--- src/rtl/sipo_pkg.sv ---
// Shared definitions for the serial-to-parallel deserializer: state encoding and bit-order codes.
package sipo_pkg;

   typedef enum logic {
      StIdle  = 1'b0,
      StShift = 1'b1
   } sipo_state_e;

   localparam logic ORDER_MSB_FIRST = 1'b0;
   localparam logic ORDER_LSB_FIRST = 1'b1;

endpackage

--- src/rtl/sipo_deser.sv ---
// Serial-in, parallel-out deserializer with per-frame bit order, valid/ready output
// handshake and a sticky overrun flag.
module sipo_deser
   import sipo_pkg::*;
#(
   parameter int unsigned WIDTH = 4
) (
   input  logic                     clk,
   input  logic                     rst,
   input  logic                     sin,
   input  logic                     sin_en,
   input  logic                     lsb_first,
   input  logic                     clear,
   input  logic                     dout_ready,
   output logic [WIDTH-1:0]         dout,
   output logic                     dout_valid,
   output logic                     busy,
   output logic [$clog2(WIDTH)-1:0] bit_cnt,
   output logic                     overrun
);

   localparam int unsigned CntW = $clog2(WIDTH);
   localparam logic [CntW-1:0] LastCnt = CntW'(WIDTH - 1);

   sipo_state_e      state_q, state_d;
   logic             order_q, order_d;
   logic [WIDTH-1:0] sr_q, sr_d, sr_shifted;
   logic [CntW-1:0]  cnt_q, cnt_d;
   logic             cur_order;
   logic             complete;
   logic [WIDTH-1:0] dout_q;
   logic             valid_q;
   logic             overrun_q;

   // A new frame takes its order straight from the input; later bits use the latched copy.
   assign cur_order  = (state_q == StIdle) ? lsb_first : order_q;
   assign sr_shifted = (cur_order == ORDER_LSB_FIRST) ? {sin, sr_q[WIDTH-1:1]}
                                                      : {sr_q[WIDTH-2:0], sin};
   assign complete   = sin_en && !clear && (cnt_q == LastCnt);

   always_comb begin
      state_d = state_q;
      order_d = order_q;
      sr_d    = sr_q;
      cnt_d   = cnt_q;
      if (clear) begin
         state_d = StIdle;
         sr_d    = '0;
         cnt_d   = '0;
      end else if (sin_en) begin
         sr_d = sr_shifted;
         unique case (state_q)
            StIdle: begin
               state_d = StShift;
               order_d = lsb_first;
               cnt_d   = CntW'(1);
            end
            StShift: begin
               if (complete) begin
                  state_d = StIdle;
                  cnt_d   = '0;
               end else begin
                  cnt_d = cnt_q + CntW'(1);
               end
            end
            default: state_d = StIdle;
         endcase
      end
   end

   always_ff @(posedge clk or posedge rst) begin
      if (rst) begin
         state_q <= StIdle;
         order_q <= ORDER_MSB_FIRST;
      end else begin
         state_q <= state_d;
         order_q <= order_d;
      end
   end

   always_ff @(posedge clk or posedge rst) begin
      if (rst) begin
         sr_q <= '0;
      end else begin
         sr_q <= sr_d;
      end
   end

   always_ff @(posedge clk or posedge rst) begin
      if (rst) begin
         cnt_q <= '0;
      end else begin
         cnt_q <= cnt_d;
      end
   end

   // Acceptance in the completion cycle frees the slot, so no overrun is flagged then.
   always_ff @(posedge clk or posedge rst) begin
      if (rst) begin
         dout_q    <= '0;
         valid_q   <= 1'b0;
         overrun_q <= 1'b0;
      end else begin
         if (complete) begin
            dout_q  <= sr_shifted;
            valid_q <= 1'b1;
         end else if (valid_q && dout_ready) begin
            valid_q <= 1'b0;
         end
         if (clear) begin
            overrun_q <= 1'b0;
         end else if (complete && valid_q && !dout_ready) begin
            overrun_q <= 1'b1;
         end
      end
   end

   assign dout       = dout_q;
   assign dout_valid = valid_q;
   assign busy       = (state_q == StShift);
   assign bit_cnt    = cnt_q;
   assign overrun    = overrun_q;

endmodule
--- config.mk ---
export PLATFORM = sky130hd
export DESIGN_NAME = sipo_deser
export DESIGN_NICKNAME = d
export VERILOG_FILES = /design/src/rtl/sipo_pkg.sv /design/src/rtl/sipo_deser.sv
export SDC_FILE = /design/constraint.sdc
export NUM_CORES = 1
export LEC_CHECK = 0
export ABC_AREA = 1
export BUFFER_PORTS_ARGS = -buffer_cell sky130_fd_sc_hd__buf_2
export CORE_MARGIN = 10
export CORE_UTILIZATION = 49
export DETAILED_ROUTE_END_ITERATION = 10
export PLACE_DENSITY = 0.85
export SLEW_MARGIN = 20
export SYNTH_ARGS = -nofsm -noshare
export SYNTH_HDL_FRONTEND = slang
export SYNTH_SLANG_ARGS = --single-unit
--- constraint.sdc ---
create_clock -name clk -period 1.4 [get_ports clk]
set_input_delay 0.07 -clock clk [delete_from_list [all_inputs] [get_ports clk]]
set_output_delay 0.07 -clock clk [all_outputs]
set_load 0.02 [all_outputs]
==> results of run 1 <==
## synthesized netlist by cell type
| master | count |
|---|---|
| inv_2 | 1 |
| o21ai_0 | 3 |
| dfrtp_1 | 14 |
| nand3_1 | 18 |
| inv_1 | 12 |
| ha_1 | 1 |
| nor2_1 | 4 |
| nand2_1 | 32 |
## state kept, by name (all words and copies together) (netlist names)
register    cells
overrun         1
bit_cnt         2
dout            4
dout_valid      1
order_q         1
sr_q            4
busy            1
## routing by layer
layer / GRT usage (%) / up-vias
met4: 4.12 / 0
met3: 3.15 / 3
met5: 0 / -
met2: 11.3 / 32
met1: 11.0 / 261
li1: - / 313
## worst min-delay path, stage by stage
cell	delay (ps)
buf_2	70
inv_1	30
nand2_1	70
nand2_1	60
## how the worst max path moves through the flow
| stage | endpoint | cells after the start | slack [ps] |
|---|---|---|---|
| 2_1_floorplan | dout[0] | 5 | 190 |
| 3_3_place_gp | dout[1] | 5 | 220 |
| 3_5_place_dp | dout[2] | 5 | 170 |
| 4_1_cts | dout[2] | 5 | 160 |
| 5_1_grt | dout[2] | 5 | 40 |
| 6_report | dout[0] | 5 | 170 |
## power by group through the flow
stage | Combinational (mW) | Clock [mW] | Sequential [mW]
2_1_floorplan | 0.0722 | 0 | 0.465
4_1_cts | 0.130 | 0.291 | 0.445
6_report | 0.129 | 0.289 | 0.445
3_3_place_gp | 0.124 | 0 | 0.452
3_5_place_dp | 0.125 | 0 | 0.453
5_1_grt | 0.146 | 0.316 | 0.448
## cells by family after synthesis
family	share of synthesized area, %
AO/OA/AOI/OAI	2.30
adder cells (fa/ha/maj)	1.92
buffers and inverters	7.48
flip-flops	53.7
AND/OR/NAND/NOR	34.5
## layout by cell type, fill, tap and decap left out
cell / count
clkbuf_4: 3
inv_1: 12
nor2_1: 4
buf_2: 15
dfrtp_1: 14
inv_2: 1
dlygate4sd3_1: 2
nand3_1: 18
clkbuf_8: 1
nand2_1: 32
o21ai_0: 3
ha_1: 1
## per-stage QoR
step / setup WS [ps] / utilization [%] / instance area (sq um) / cells
6_report: 165 / 62.4 / 802 / 121
5_1_grt: 37.7 / 62.4 / 802 / 121
4_1_cts: 157 / 62.4 / 802 / 121
3_5_place_dp: 175 / 58.0 / 746 / 115
3_3_place_gp: 217 / 58.0 / 746 / 115
2_1_floorplan: 186 / - / 652 / 85
## final cells by class
| type | instances | area (sq um) | share of cell area [%] |
|---|---|---|---|
| clock buffers | 4 | 36.3 | 4.52 |
| inverters | 13 | 48.8 | 6.08 |
| multi-input cells | 58 | 253 | 31.5 |
| flip-flops and latches | 14 | 350 | 43.7 |
| well taps | 15 | 18.8 | 2.34 |
| repair buffers | 17 | 95.1 | 11.9 |
==> impl.org, run 1 <==
** Pwr
- Of the total power, the share spent switching nets is 26.9%.
- Power dissipated by switching net loads :: approximately 230 uW
- Per report_power, the clock group accounts for approximately 33% of the total.
- The analysis attributes to cell leakage a power of 0.496 nW.
- Total power for the finished layout comes to ~860 uW.
- Peak ir drop on the vdd network :: 0.647 mV
- PwrDens :: approximately 1100 nW/um^2
- Int Pwr :: between 600 and 700 uW
- Proportion of power drawn by combinational gates :: around 15%
- The share of total power dissipated in sequential elements is between 50% and 60%.

** Logic synthesis
- Post-synth cell types :: 8
- Yosys reg bits :: 14
- In this run the biggest area consumer among cell types represents about 54% of the synthesized area.
- Sequential area share after synthesis :: a little over half
- Biggest area contributors in the synthesized netlist :: dfrtp_1, nand2_1, nand3_1
- Of all cell types, the one taking the most synthesized area is dfrtp_1.
- Synth Instances :: between 80 and 90
- For this run, the number of Yosys warnings is 0.
- Per-instance average area after synthesis :: around 7.7 sq um
- Combined area of all synthesized cells :: approximately 650 sq um
- The number of nets handed over by synthesis was 93.

** Detailed routing
- Via-to-Cell Ratio :: roughly 5.0
- Number of antenna-violating nets in the routed design :: 0
- Total Wirelength :: 1380 microns
- First-pass iteration count of the detailed router :: 4
- Post-route met1 wirelength :: about 660 microns
- Summing over every cut layer, the via total after detailed routing is ~600.
- After the first detailed-routing iteration, the DRC count stood at 21.
- Summed over all nets, wire length on met3 after detailed routing comes to ~140 microns.
- After detailed routing, the average wire length per cell comes to around 11 microns.
- In this run the top signal layer used is met4.
- In the detailed route, the total length drawn on met2 is approximately 560 microns.
- DRC violation count after routing :: 0

** Finish
- Layout-stage area growth over the synthesis result :: 23.0%
- Fraction of final layout cells with drive strength greater than 1 :: 18.9%
- The filler cells instantiated in the layout total 111.
- The number of antenna diodes in the final layout is 0.
- The final layout contains about 120 nets.

** Hold path
- Worst hold path endpoint :: dout_valid
- Startpoint of the tightest hold check path :: dout_ready
- Min-Delay Path Class :: input port to flip-flop
- Worst hold stages :: 4

** Global route
- Pin count of the biggest net entering global routing :: 15
- Aggregate global-route resource usage :: 8.30%
- Grt total ovfl :: 0
- The first global-routing pass estimated about 2200 microns of wire.
- Number of antenna violations at the first check in global routing :: 0
- The number of global-route vias before repair was a little over 500.

** Setup path
- Max FO, Critical Path :: 7
- Cells along the critical path :: ha_1 -> nand3_1 -> inv_1 -> nand3_1 -> nand2_1
- R2R Setup Slk :: 170 ps
- Start-to-end type of the worst setup path :: flip-flop to flip-flop
- The startpoint identified for the worst register-to-register timing path is bit_cnt[0].
- STA classifies the critical path endpoint as a flip-flop.
- By instance count, the cell type seen most on the critical path is nand3_1.
- Among cell families on the critical path, the largest total delay comes from flip-flops.
- Largest stage delay, worst path :: approximately 400 ps
- Data arrives at the worst endpoint at about 1400 ps.
- Critical-path cell with the highest stage delay :: dfrtp_1
- For the worst setup path, the data required time is ~1600 ps.
- The number of buffers and inverters on the critical path is 1.
- Endpoint of the worst-slack reg-to-reg timing path :: dout[0]
- Start point of the critical path :: bit_cnt[0]
- Count of cells along the worst register-to-register path :: 5
- Nature of the critical path startpoint :: flip-flop

** Die
- Height of the chip :: about 56 microns
- Once the floorplan was initialized, standard cells occupied about 51% of the core.
- The total area inside the core boundary comes to approximately 1300 sq um.
- The floorplan step set the die width to between 50 and 60 microns.
- Number of I/O pins :: 16
- Total die area :: around 3200 sq um
- Number of standard-cell rows in the floorplan :: 13

** Timing
- Final worst hold slack :: ~55 ps
- Setup TNS Final :: 0 ps
- Post-route clock skew :: around 3.7 ps
- Unrepaired setup endpoints after global routing :: no
- Highest achievable clock rate :: a little over 0.8 GHz
- Share of the clock period used by the worst path after layout :: between 80% and 90%
- Setup violations remaining at the end of the flow were counted as 0.
- Final Hold Violating Endpoints :: 0
- Count of final max-slew check failures :: 0
- Least-Margin Pin Slew :: a little over 500 ps
- Worst relative slew slack :: between 60% and 70%
- The worst path in the final design needs a cycle of around 1200 ps, including I/O delays and setup.

** Clock network
- Clock Latency Late Sink :: around 280 ps
- Clock-pin slew was measured on the worst setup and hold paths at 80 ps.
- TritonCTS clock tree :: yes
- Max clock buf depth :: 2
- The number of setup buffers added after CTS is 0.
- After clock tree synthesis, the flow added hold-fix buffers numbering 2.
- Number of CTS-inserted buffers :: 3
- Count of cells resized by post-cts repair :: 0
- Clock sink total :: 14
- The root buffer cell chosen for the clock tree is clkbuf_4.
- H-tree lvl count :: 1

** Status
- The flow ran to the end, and the final reports show no timing, DRC or antenna violations.

** Flow run
- Max-cap violations in this run came to 0.

** Placement
- DP Wirelength :: around 1100 microns
- Buffers on Ports :: 15
- Weighted congestion at the end of routability-driven global placement :: 0.910
No activity file was read; power rests on OpenSTA's default activity.
==> run 2: changes to the inputs <==
- PLACE_DENSITY: 0.85 -> 0.7
- RECOVER_POWER: not set -> 25
==> run 2 against run 1 <==
  * Via count decreased by 3.8%
  * Clock skew about the same
  * Setup slack got worse by 25 ps
  * Highest routed layer unchanged
  * Critical path type unchanged
  * Final area decreased by 1.7%
  * Combinational power about the same
  * Clock-buffer cell count decreased by 1
  * Register-to-register slack got worse by 30 ps
  * Total power decreased by 7.6%
==> impl.org, run 2 (synthesis results as in run 1) <==
** Status
- The flow ran to the end, and the final reports show no timing, DRC or antenna violations.

** Die
- The number of rows created at floorplan was 13 (unchanged).
- Die span in x :: 56.5 microns (unchanged)
- The floorplan die height came to 56.5 microns (unchanged).
- Initial standard-cell utilization of the core :: 50.7% (unchanged)
- The floorplan die area is 3190 sq um (unchanged).
- Number of I/O pins :: 16 (unchanged)
- The core area came to 1280 sq um (unchanged).

** Clock network
- Clock sink total :: 14 (unchanged)
- TritonCTS clock tree :: yes
- Number of CTS-inserted buffers :: 3 (unchanged)
- The clock transition at the registers of the reported paths came to 80 ps (about the same).
- The clock tree buffer depth came to 2 (unchanged).
- Clock Latency Late Sink :: 280 ps (about the same)
- CTS root buf :: clkbuf_4
- H-tree lvl count :: 1 (unchanged)

** Detailed routing
- The number of nets with antenna violations after routing was 0 (unchanged).
- The average detailed-routed wire length per instance came to 11.7 microns (+2.1%).
- The vias after detailed routing came to 586 (-3.8%).
- Total Wirelength :: 1400 microns (+1.2%)
- The DRC violation count after routing was 0 (unchanged).
- The iteration-0 DRC count of the detailed router came to 23 (+9.5%).
- The via-per-instance ratio is 4.88 (-3.0%).
- The number of detailed-route iterations in the first pass was 4 (unchanged).

** Setup path
- Reg-to-Reg Start :: bit_cnt[0]
- The cell depth of the worst flop-to-flop path was 5 (unchanged).
- Endpoint of the worst-slack reg-to-reg timing path :: dout[2]
- Critical Path End Type :: flip-flop
- The worst-case register-to-register setup slack was 140 ps (-30 ps).
- Nature of the critical path startpoint :: flip-flop
- WP data arrival :: 1430 ps (+20 ps)
- Start-to-end type of the worst setup path :: flip-flop to flip-flop
- Max FO, Critical Path :: 7 (unchanged)
- Worst path required time :: 1570 ps (about the same)

** Pwr
- The final total power was 798 uW (-7.6%).
- Peak ir drop on the vdd network :: 0.579 mV (-10%)
- The power per cell area was 1010 nW/um^2 (-6.0%).
- The static leakage was 0.489 nW (-1.5%).

** Placement
- The half-perimeter wire length after detailed placement came to 1060 microns (about the same).
- The number of buffers inserted by port buffering was 15 (unchanged).
- Placed cell count :: 115 (unchanged)
- The routability-driven placement congestion ratio came to 0.888 (-2.3%).

** Hold path
- The cell depth of the worst hold path came to 4 (unchanged).
- In this run the most critical hold path is launched from dout_ready.
- Min-Delay Path Class :: input port to flip-flop
- The worst hold path terminates at dout_valid.

** Finish
- Final core utilization :: 61.3% (-1.1 points)
- Fraction of final layout cells with drive strength greater than 1 :: 18.1% (-0.77 points)
- Leading cell type in the layout, fill and taps excluded :: nand2_1
- The number of standard cells in the final layout excluding fillers was 120 (-0.83%).
- Layout-stage area growth over the synthesis result :: 20.9%
- The number of filler instances in the final layout came to 118 (+6.3%).
- The final-stage net count is 115 (unchanged).
- In the layout the commonest cells are nand2_1, nand3_1, buf_2.
- The count of inserted antenna diode cells came to 0 (unchanged).

** Global route
- The number of antenna violations at the first check in global routing was 0 (unchanged).
- The total global routing overflow is 0 (unchanged).
- The global router's overall resource usage was 9.39% (+1.1 points).
- The number of global-route vias before repair is 579 (+14%).
- Global-route wire length before repair :: 2470 microns (+12%)
- Pin count of the biggest net entering global routing :: 15 (unchanged)

** Timing
- Setup TNS Final :: 0 ps (unchanged)
- Highest achievable clock rate :: 0.794 GHz (-2.0%)
- Final Hold Violating Endpoints :: 0 (unchanged)
- The time the final worst path needs with I/O delays and setup was 1260 ps (+25.1 ps).
- Setup repair after global routing left no endpoint under its margin.
- The final clock skew is 4.04 ps (+0.376 ps).
- Least-Margin Pin Slew :: 519 ps (+10.3 ps)
- Worst relative slew slack :: 65.4% (-0.69 points)
- The post-route clock period utilization came to 90.0% (+1.8 points).
- Number of endpoints failing setup at the final stage :: 0 (unchanged)
- Count of final max-slew check failures :: 0 (unchanged)

** Flow run
- # Max-Cap Violations :: 0 (unchanged)
-- run 2: cell types whose count changed in the layout (fill, tap and decap cells not counted) --
cell,change
clkbuf_8,-1
-- run 2: per-layer routing --
layer  GRT usage (%)  up-vias  wire length (microns)
li1                -      308                      -
met1            10.5      261                    633
met2            14.6       12                    629
met3            3.15        5                    100
met4            6.53        0                     35
met5               0        -                      0
-- run 2: cell type report --
| type | count | area, sq um | share of cell area, % |
|---|---|---|---|
| inverters | 13 | 48.8 | 6.19 |
| well taps | 15 | 18.8 | 2.38 |
| multi-input cells | 58 | 253 | 32.1 |
| repair buffers | 17 | 95.1 | 12.1 |
| flip-flops and latches | 14 | 350 | 44.4 |
| clock buffers | 3 | 22.5 | 2.86 |
-- run 2: where the power goes --
group / switching, mW / total, mW / internal [mW]
clock: 0.123 / 0.223 / 0.0999
combinational: 0.0856 / 0.130 / 0.0446
sequential: 0.0164 / 0.445 / 0.428
-- run 2: worst max-delay path: stages (launching register included) --
cell and delay (ps):
dfrtp_1 410, ha_1 240, nand3_1 210, inv_1 130, nand3_1 110, nand2_1 50
-- run 2: through the flow --
stage	instance area [sq um]	worst slack, ps	hold WS, ps
2_1_floorplan	652	186	-40.8
3_3_place_gp	746	213	127
3_5_place_dp	746	171	135
4_1_cts	788	149	40.1
5_1_grt	788	42.4	72.9
6_report	788	140	37.3
-- run 2: how the worst max path moves through the flow --
| stage | slack (ps) | from | endpoint |
|---|---|---|---|
| after floorplan | 190 | bit_cnt[0] | dout[0] |
| after global placement | 210 | bit_cnt[0] | dout[0] |
| after detailed placement | 170 | bit_cnt[0] | dout[2] |
| after CTS | 150 | bit_cnt[0] | dout[2] |
| after global routing | 40 | bit_cnt[0] | dout[2] |
| final | 140 | bit_cnt[0] | dout[2] |
-- run 2: what timing repair did --
| action | CTS | global route |
|---|---|---|
| hold buffers | 2 | 0 |
| endpoints found under the hold margin | 15 | 0 |
| resized for setup | 0 | 0 |
| buffers inserted | 0 | 0 |
==> run 3: changes to the inputs <==
- CORE_MARGIN: 10 -> not set
==> run 3 against run 2 <==
  * Clock power about the same
  * Clock skew is 0.62 ps lower
  * Sequential share of layout area up 0.071 points
  * Largest cell class unchanged
  * Maximum frequency increased by 0.62%
  * Clock-buffer cell count unchanged
  * Critical path type unchanged
  * Core utilization rose by 5.9 points
  * Total power up 0.14%
  * Critical endpoint is now dout[3]
  * Routed wire length fell by 4.7%
  * Setup slack improved by 7.7 ps
  * Combinational power hardly changed
  * Via count up 3.6%
==> impl.org, run 3 (synthesis results as in run 1) <==
** Global route
- The number of global-route vias before repair was 527 (-9.0%).
- Met2 track demand over resource :: 34.7% (+20 points)
- The number of antenna violations at the first check in global routing was 0 (unchanged).
- After global routing, the most crowded layer is met2.
- GRT met1 Usage :: 30.1% (+20 points)
- The largest net degree at the start of global routing was 15 (unchanged).
- GR Util met3 :: 3.49% (+0.34 points)
- The global router's overall resource usage was 22.6% (+13 points).
- Grt total ovfl :: 0 (unchanged)
- The wire length of the first global-routing pass is 2230 microns (-9.8%).

** Detailed routing
- The number of detailed-route iterations in the first pass was 4 (unchanged).
- The average detailed-routed wire length per instance was 11.2 microns (-3.9%).
- Via-to-Cell Ratio :: 5.10 (+4.5%)
- Number of antenna-violating nets in the routed design :: 0 (unchanged)
- DRC violation count after routing :: 0 (unchanged)
- Total Wirelength :: 1330 microns (-4.7%)
- Overall via count from detail_route :: 607 (+3.6%)
- The iteration-0 DRC count of the detailed router was 20 (-13%).

** Timing
- The number of hold violations in the final report came to 0 (unchanged).
- The post-route worst hold slack is 62.8 ps (+25.5 ps).
- Worst relative slew slack :: 65.0% (-0.36 points)
- Count of final max-slew check failures :: 0 (unchanged)
- The final-report setup violation count came to 0 (unchanged).
- The slew at the pin closest to its max-slew limit was 524 ps (+5.34 ps).
- The final clock skew is 3.42 ps (-0.620 ps).
- The post-route clock period utilization came to 89.4% (-0.55 points).
- The total negative setup slack was 0 ps (unchanged).
- The peak clock frequency supported by timing is 0.799 GHz (+0.62%).
- Unrepaired setup endpoints after global routing :: no
- The time the final worst path needs with I/O delays and setup was 1250 ps (-7.71 ps).

** Clock network
- The clock latency on the worst-skew pair came to 280 ps (about the same).
- Number of CTS-inserted buffers :: 3 (unchanged)
- The clock tree buffer depth came to 2 (unchanged).
- Count of cells resized by post-cts repair :: 0 (unchanged)
- The TritonCTS sink count is 14 (unchanged).
- TritonCTS built the clock tree.
- H-tree lvl count :: 1 (unchanged)
- Number of buffers added for setup after CTS :: 0 (unchanged)
- The clock transition at the registers of the reported paths was 80 ps (about the same).
- CTS root buf :: clkbuf_4

** Die
- The floorplan die area was 1480 sq um (-54%).
- The core area came to 1170 sq um (-8.9%).
- Initial standard-cell utilization of the core :: 55.7% (+4.9 points)
- The number of primary I/O pins was 16 (unchanged).
- Number of standard-cell rows in the floorplan :: 12 (-1)
- The floorplan die height was 38.5 microns (-32%).
- The die extent in x came to 38.5 microns (-32%).

** Finish
- Leaving out fill and tap cells, the most frequent cells in the layout are nand2_1, nand3_1, buf_2.
- Leaving out fill and tap cells, the most frequent cell in the layout is nand2_1.
- Layout-stage area growth over the synthesis result :: 20.7%
- Post-route non-filler standard cell count :: 119 (-0.83%)
- Fraction of final layout cells with drive strength greater than 1 :: 18.1% (unchanged)
- The final-stage net count is 115 (unchanged).
- The count of inserted antenna diode cells is 0 (unchanged).

** Pwr
- The static leakage is 0.489 nW (unchanged).
- The highest ir drop seen on vdd came to 0.615 mV (+6.2%).
- The power per cell area was 1020 nW/um^2 (+0.30%).
- Power Total :: 799 uW (+0.14%)

** Setup path
- R2R Setup Slk :: 150 ps (about the same)
- Critical-path cell with the highest stage delay :: dfrtp_1
- STA classifies the critical path startpoint as a flip-flop.
- Destination of the critical timing path :: dout[3]
- The data required time at the worst endpoint came to 1570 ps (about the same).
- Cells along the critical path :: ha_1 -> nand3_1 -> inv_1 -> nand3_1 -> nand2_1
- Count of cells along the worst register-to-register path :: 5 (unchanged)
- Largest stage delay, worst path :: 410 ps (about the same)
- Start-to-end type of the worst setup path :: flip-flop to flip-flop
- The critical path arrival was 1420 ps (about the same).
- In this run the critical register-to-register path is captured at dout[3].
- Reg-to-Reg Start :: bit_cnt[0]
- Dominant cell type by count on the critical path :: nand3_1
- Critical Path End Type :: flip-flop
- Max FO, Critical Path :: 7 (unchanged)
- Start point of the critical path :: bit_cnt[0]

** Placement
- The half-perimeter wire length after detailed placement came to 943 microns (-11%).
- Buffers on Ports :: 15 (unchanged)
- Weighted congestion at the end of routability-driven global placement :: 0.952 (+7.1%)
- The count of placed standard cells including taps came to 114 (-0.87%).

** Flow run
- The number of maximum-capacitance constraint violations is 0 (unchanged).

** Hold path
- The min-delay analysis places its worst path in the category input port to flip-flop.
- Worst hold stages :: 4 (unchanged)

** Status
- Outcome :: finished clean
## run 3: metal layers
metal  vias up  part of all wire [%]
li1        307                     -
met1       268                    48
met2        27                    44
met3         5                   4.9
met4         0                   2.9
met5         -                     0
## run 3: what timing repair did
item                                    CTS  global route
endpoints found under the hold margin    15             0
hold buffers                              2             0
endpoints found under the setup margin    0             0
## run 3: cell type report
cell class	count	area, sq um
fillers	107	384
flip-flops and latches	14	350
multi-input cells	58	253
repair buffers	17	95.1
inverters	13	48.8
clock buffers	3	22.5
well taps	14	17.5
## run 3: worst min-delay path by stage
stage,start,end
after global routing,dout_ready,dout_valid
after global placement,rst,overrun
after CTS,dout_ready,dout_valid
after detailed placement,rst,overrun
after floorplan,rst,bit_cnt[0]
final,dout_ready,dout_valid
## run 3: through the flow
stage	setup WS [ps]	instance area (sq um)	util [%]
after floorplan	186	652	-
after global placement	215	744	63.6
after detailed placement	168	744	63.6
after CTS	150	787	67.2
after global routing	0.249	787	67.2
final	148	787	67.2
## run 3: worst max-delay path: cells and delay by family (launching register included)
family | cells | cell delay [ps]
DFF | 1 | 410
and+or+nand+nor | 3 | 380
adders and majority gates | 1 | 230
buffers and inverters | 1 | 130
## run 3: power by group
part | internal [mW] | switching [mW]
sequential | 0.428 | 0.0168
combinational | 0.0444 | 0.0862
clock | 0.0998 | 0.124
total | 0.572 | 0.227
